File: config.mk
export PLATFORM = sky130hd
export DESIGN_NAME = psg_write_arbiter
export DESIGN_NICKNAME = d
export VERILOG_FILES = /design/src/rtl/psg_write_arbiter.sv
export SDC_FILE = /design/constraint.sdc
export NUM_CORES = 1
export LEC_CHECK = 0
export CORE_MARGIN = 2
export CORE_UTILIZATION = 30
export CTS_CLUSTER_SIZE = 30
export DETAILED_ROUTE_END_ITERATION = 16
export GPL_TIMING_DRIVEN = 0
export PLACE_DENSITY = 0.54
export SLEW_MARGIN = 20
export SYNTH_ARGS = -nofsm -noshare
export SYNTH_HDL_FRONTEND = slang
export SYNTH_SLANG_ARGS = --single-unit
File: constraint.sdc
create_clock -name clk -period 4.5 [get_ports clk]
set_input_delay 0.45 -clock clk [delete_from_list [all_inputs] [get_ports clk]]
set_output_delay 0.45 -clock clk [all_outputs]
set_load 0.01 [all_outputs]
File: src/rtl/psg_write_arbiter.sv
// Two-requester arbiter for the SN76489 write port. A requester keeps the port for a whole
// multi-byte command, strobes are spaced WRITE_GAP cycles apart, and a stalled owner is released.
module psg_write_arbiter #(
    parameter int WRITE_GAP    = 16,
    parameter int TIMEOUT_BITS = 8
) (
    input  logic       clk,
    input  logic       reset,
    input  logic       a_valid,
    input  logic [7:0] a_data,
    input  logic       a_last,
    output logic       a_ready,
    input  logic       b_valid,
    input  logic [7:0] b_data,
    input  logic       b_last,
    output logic       b_ready,
    output logic [7:0] psg_data,
    output logic       psg_we,
    output logic [1:0] grant,
    output logic       err_no_latch,
    output logic       err_timeout
);

    localparam int GAP_W = (WRITE_GAP > 1) ? $clog2(WRITE_GAP) : 1;
    localparam logic [GAP_W-1:0] GAP_LOAD = GAP_W'(WRITE_GAP - 1);
    localparam logic [TIMEOUT_BITS-1:0] STALL_MAX = '1;

    typedef enum logic {
        IDLE   = 1'b0,
        LOCKED = 1'b1
    } state_t;

    state_t                  state_q, state_d;
    logic [1:0]              grant_q, grant_d;
    logic                    last_b_q, last_b_d;
    logic                    first_q, first_d;
    logic [GAP_W-1:0]        gap_q, gap_d;
    logic [TIMEOUT_BITS-1:0] stall_q, stall_d;
    logic [7:0]              data_q, data_d;
    logic                    we_q, we_d;
    logic                    enl_q, enl_d;
    logic                    eto_q, eto_d;

    logic       gap_clear;
    logic       own_valid;
    logic [7:0] own_data;
    logic       own_last;
    logic       accept;

    // Handshake: a byte moves on the rising edge where valid and ready are both high. ready depends
    // only on registered state (owner, gap counter), so a requester may look at it before deciding.
    assign gap_clear = (gap_q == '0);
    assign a_ready   = (state_q == LOCKED) && grant_q[0] && gap_clear;
    assign b_ready   = (state_q == LOCKED) && grant_q[1] && gap_clear;
    assign own_valid = grant_q[1] ? b_valid : (grant_q[0] ? a_valid : 1'b0);
    assign own_data  = grant_q[1] ? b_data : a_data;
    assign own_last  = grant_q[1] ? b_last : a_last;
    assign accept    = (a_valid && a_ready) || (b_valid && b_ready);

    always_comb begin
        state_d  = state_q;
        grant_d  = grant_q;
        last_b_d = last_b_q;
        first_d  = first_q;
        gap_d    = gap_clear ? gap_q : gap_q - 1'b1;
        stall_d  = stall_q;
        data_d   = data_q;
        we_d     = 1'b0;
        enl_d    = 1'b0;
        eto_d    = 1'b0;

        case (state_q)
            IDLE: begin
                stall_d = '0;
                // On a tie the requester that did not own the port last time wins.
                if (a_valid && (!b_valid || last_b_q)) begin
                    grant_d = 2'b01;
                    state_d = LOCKED;
                end else if (b_valid) begin
                    grant_d = 2'b10;
                    state_d = LOCKED;
                end
            end
            LOCKED: begin
                if (accept) begin
                    stall_d = '0;
                    if (first_q && !own_data[7]) begin
                        enl_d = 1'b1;
                    end else begin
                        data_d  = own_data;
                        we_d    = 1'b1;
                        gap_d   = GAP_LOAD;
                        first_d = 1'b0;
                    end
                    if (own_last) begin
                        state_d  = IDLE;
                        grant_d  = 2'b00;
                        last_b_d = grant_q[1];
                        first_d  = 1'b1;
                    end
                end else if (!own_valid && gap_clear) begin
                    // Only cycles in which the owner could have sent a byte count as stalled.
                    if (stall_q == STALL_MAX - 1'b1) begin
                        stall_d  = '0;
                        eto_d    = 1'b1;
                        state_d  = IDLE;
                        grant_d  = 2'b00;
                        last_b_d = grant_q[1];
                        first_d  = 1'b1;
                    end else begin
                        stall_d = stall_q + 1'b1;
                    end
                end
            end
            default: begin
                state_d = IDLE;
                grant_d = 2'b00;
            end
        endcase
    end

    always_ff @(posedge clk) begin
        if (reset) begin
            state_q  <= IDLE;
            grant_q  <= 2'b00;
            last_b_q <= 1'b1;
            first_q  <= 1'b1;
            gap_q    <= '0;
            stall_q  <= '0;
            data_q   <= 8'h00;
            we_q     <= 1'b0;
            enl_q    <= 1'b0;
            eto_q    <= 1'b0;
        end else begin
            state_q  <= state_d;
            grant_q  <= grant_d;
            last_b_q <= last_b_d;
            first_q  <= first_d;
            gap_q    <= gap_d;
            stall_q  <= stall_d;
            data_q   <= data_d;
            we_q     <= we_d;
            enl_q    <= enl_d;
            eto_q    <= eto_d;
        end
    end

    assign psg_data     = data_q;
    assign psg_we       = we_q;
    assign grant        = grant_q;
    assign err_no_latch = enl_q;
    assign err_timeout  = eto_q;

endmodule
* After elaboration in Yosys (flattened, before gate mapping)
Index checks and enable logic that the tools add are counted.
Word-level totals: register bits after elaboration 28, bits in latches 0, RAM bits 0, bits in read-only memories 0, output and inout port bits 15, logic and storage cells 84, memories kept 0
Cells by class: add/subtract/negate cells 2, multiply operators 0, div/mod/pow operators 0, order comparisons 0, equality and inequality tests 7, shift operators 0, multiplexer cells 38, bitwise logic cells 4, reduce and logical (&&, ||, !) cells 23
Operator list (number):
- 8-bit 2-to-1 mux | 4
- 1-bit 2-to-1 mux | 21
- 4-bit 2-to-1 mux | 4
- 8-bit case mux with 2 select lines | 1
- 2-bit 2-to-1 mux | 6
- 4-bit AND reduction | 3
- 1-bit logical AND | 9
- 3-bit inequality test, second input constant | 3
- 8-bit by 1-bit adder with 8-bit output, second input constant | 1
- 8-bit equality test, second input constant | 1
- 3-bit by 1-bit inequality test with 1-bit output, second input constant | 2
- 4-bit zero test | 1
- 1-bit inverter | 4
- 2-bit case mux with 2 select lines | 1
- 2-bit nonzero test | 2
- 4-bit OR reduction | 1
- 4-bit by 1-bit subtractor with 4-bit output, second input constant | 1
- 1-bit zero test | 3
- 3-bit AND reduction | 1
- 3-bit OR reduction | 1
- 1-bit logical OR | 2
- 2-bit inequality test, second input constant | 1
- 1-bit case mux with 2 select lines | 1

* Longest topological paths before layout
word-level depth 7, depth in mapped cells 7, mapped depth without buffers 6

* Least setup slack after synthesis
Ideal clock, no wire load.
path kind register to output, from reg gap_q[0], to out a_ready, arrival 1.236 ns, slack 2.814 ns, stages on the path, launching flop included 6, buffers on the path 1, cell sequence dfxtp_1 > inv_1 > ha_1 > nor3b_1 > buf_2 > and3_1
Between the ends: cells in the longest elaborated chain, start to end 2
RTL lines:
- start: declaration | RTL line 37 | logic [GAP_W-1:0] gap_q, gap_d;
- start signal: assignment | RTL line 139 | gap_q <= gap_d;
- 4-bit zero test | RTL line 52 | assign gap_clear = (gap_q == '0);
- 1-bit logical AND | RTL line 53 | assign a_ready = (state_q == LOCKED) && grant_q[0] && gap_clear;
- end: declaration | RTL line 12 | output logic a_ready,
Every way passes these cells.

* Worst setup path after layout
Ends and elaborated chain as after synthesis.

==> impl_metrics.yaml <==
outcome:
  status: "completed"
logic_synthesis:
  yosys_warnings: 0
  synth_ff_type: "dfxtp_1"
  syn-instance-count: 166
  synth_cell_types: 48
  syn-cell-area_um2: 1470
  synthArstFlopShare: 0
  syn_nets: 191
  ys_seq_area_frac: 0.3813
  ys_ff_latch: 28
  syn_avg_cell_area_um2: 8.856
  synth_edf_count: 0
floorplan:
  initial_core_util: 0.3113
  die_w_um: 74.01
  die_h_um: 74.01
  fp.dieArea_um2: 5477
  core_area_um2: 4723
  num_rows: 25
  pin_count: 37
sta:
  clock_skew_ps: 4.991
  setup_tns_ps: 0
  final-hold-violation-count: 0
  whs_ps: 479.4
  fin_crit_ps: 2717
  grt_setup_unrepaired: "false"
  fmax_mhz: 368.0
  final-setup-viol-count: 0
  finalCritPeriodShare: 0.6038
  max_slew_margin: 0.6000
  maxSlewViolCount: 0
  tightest_slew_ps: 600.1
global_routing:
  first_global_vias: 1261
  gr-total-overflow: 0
  antenna_found_initial: 0
  grt_first_pass_wirelength_mm: 5.892
  grt_max_degree: 16
  track_usage: 0.1361
pwr:
  peakVddDrop_mv: 0.1919
  p_per_area_nw_per_um2: 361.6
  p_leak_nw: 0.6457
clock_network:
  path_clk_slew_ps: 100
  cts_tree: "done"
  cts_resized: 0
  cts-root-buf: "clkbuf_8"
  clkSinkCount: 28
  insertion_delay_ps: 270
  cts_buffers: 3
  htreeDepth: 1
  ctsHoldBuffers: 0
  cts_max_path_buffers: 2
  postCtsSetupBuffers: 0
worst_setup_path:
  reg2reg_depth: 6
  critPathArrivalTime_ps: 2270
  cp.required_ps: 4050
  worstSetupStartpointType: "flop"
  crit_start: "gap_q[0]"
  rrSetupSlack_ps: 2600
  crit_path_max_fanout: 10
  rr_endpoint: "grant[1]"
  path_class: "reg2out"
  r2r-start: "gap_q[0]"
  end_kind: "output port"
hold_path:
  hold_class: "reg2reg"
  min_path_cells: 2
  hold_path.startpoint: "psg_data[7]"
  whs_endpoint: "psg_data[7]"
cells_and_area:
  diodes: 0
  final_cells: 272
  drive_above_1_share: 0.09756
  fin_nets: 231
  area_growth_pct: 33.28
  layout_commonest_cell: "clkdlybuf4s50_1"
  layout_common_cells: "clkdlybuf4s50_1 (35), dfxtp_1 (28), nor2_1 (18), a21oi_1 (13), nand2_1 (11)"
job:
  cap_viol_max_count: 0
placed_design:
  dp_hpwl_mm: 2.553
  port_buffers: 35
  place_congestion: 0.7642
  dp_cells: 268
drt:
  drt_iter0_drc: 145
  avgViaCountPerCell: 5.004
  drt_wl_total_mm: 3.457
  dr_total_vias: 1361
  wire_per_inst_um: 12.71
  firstDrtPassIters: 4
  drc_errors: 0
  ant_nets: 0
per-stage QoR:
stage          instance area, µm²  utilization  power, mW  setup WS (ps)
2_1_floorplan                1470            -     0.4764           2814
3_3_place_gp                 1904       0.4032     0.5537           2087
3_5_place_dp                 1904       0.4032     0.5539           2103
4_1_cts                      1959       0.4148     0.7189           1769
5_1_grt                      1959       0.4148     0.7605           1599
6_report                     1959       0.4148     0.7085           1783
area by class of cell:
class | count | area [µm²]
buffer | 9 | 51.30
clock buffer | 4 | 55.05
fill | 491 | 2764
inverter | 6 | 22.52
multi-input combinational | 123 | 835.8
sequential | 28 | 560.5
tap | 67 | 83.83
timing repair buffer | 35 | 350.3
layer usage:
layer  vias up  share of wire  global-route usage
li1        688              -                   -
met1       616           0.49              0.1932
met2        51           0.43              0.2103
met3         6          0.057             0.02846
met4         0          0.015             0.03636
met5         -              0                   0
state kept, by name, indices dropped and copies added (netlist names):
name	count
gap_q	4
err_timeout	1
err_no_latch	1
first_q	1
grant	2
state_q	1
psg_data	8
stall_q	8
last_b_q	1
psg_we	1
how the worst max path moves through the flow:
stage / cells past startpoint / slack, ps / to
after detailed placement: 6 / 2100 / a_ready
after global placement: 6 / 2090 / a_ready
after global routing: 6 / 1600 / a_ready
after CTS: 6 / 1770 / a_ready
final: 6 / 1780 / a_ready
after floorplan: 5 / 2810 / a_ready
logic make-up after synthesis:
kind of cell	share of synthesized area
AOI/OAI and AO/OA	0.2553
xor gates and xnor gates	0.03575
adders and majority gates	0.02553
buffers and inverters	0.05021
DFF	0.3813
muxes	0.05702
and+or+nand+nor	0.1949
synth_stat cells, drive strengths merged (3+ instances only):
cell | number | share of area
inv | 6 | 0.015
xnor2 | 3 | 0.018
or3 | 4 | 0.017
xor2 | 3 | 0.018
nand2 | 11 | 0.028
nor3 | 3 | 0.010
mux2i | 8 | 0.057
ha | 3 | 0.026
a21oi | 13 | 0.044
nor2 | 18 | 0.046
o21ai | 6 | 0.020
dfxtp | 28 | 0.38
nand3 | 4 | 0.014
nand2b | 3 | 0.013
a31oi | 3 | 0.013
a211oi | 11 | 0.078
buf | 7 | 0.030
where the power goes:
group / total (mW) / switching, mW / leakage [nW] / internal [mW]
Sequential: 0.293 / 0.0222 / 0.227 / 0.271
Combinational: 0.254 / 0.139 / 0.390 / 0.115
Clock: 0.161 / 0.0825 / 0.0288 / 0.0784
Total: 0.708 / 0.244 / 0.646 / 0.465
critical path: stages (launching register included):
cell and delay, ps:
dfxtp_1 330, inv_1 80, ha_1 260, nor3b_1 320, buf_2 280, and3_1 190, clkdlybuf4s50_1 540
No activity file was read; power rests on OpenSTA's default activity.
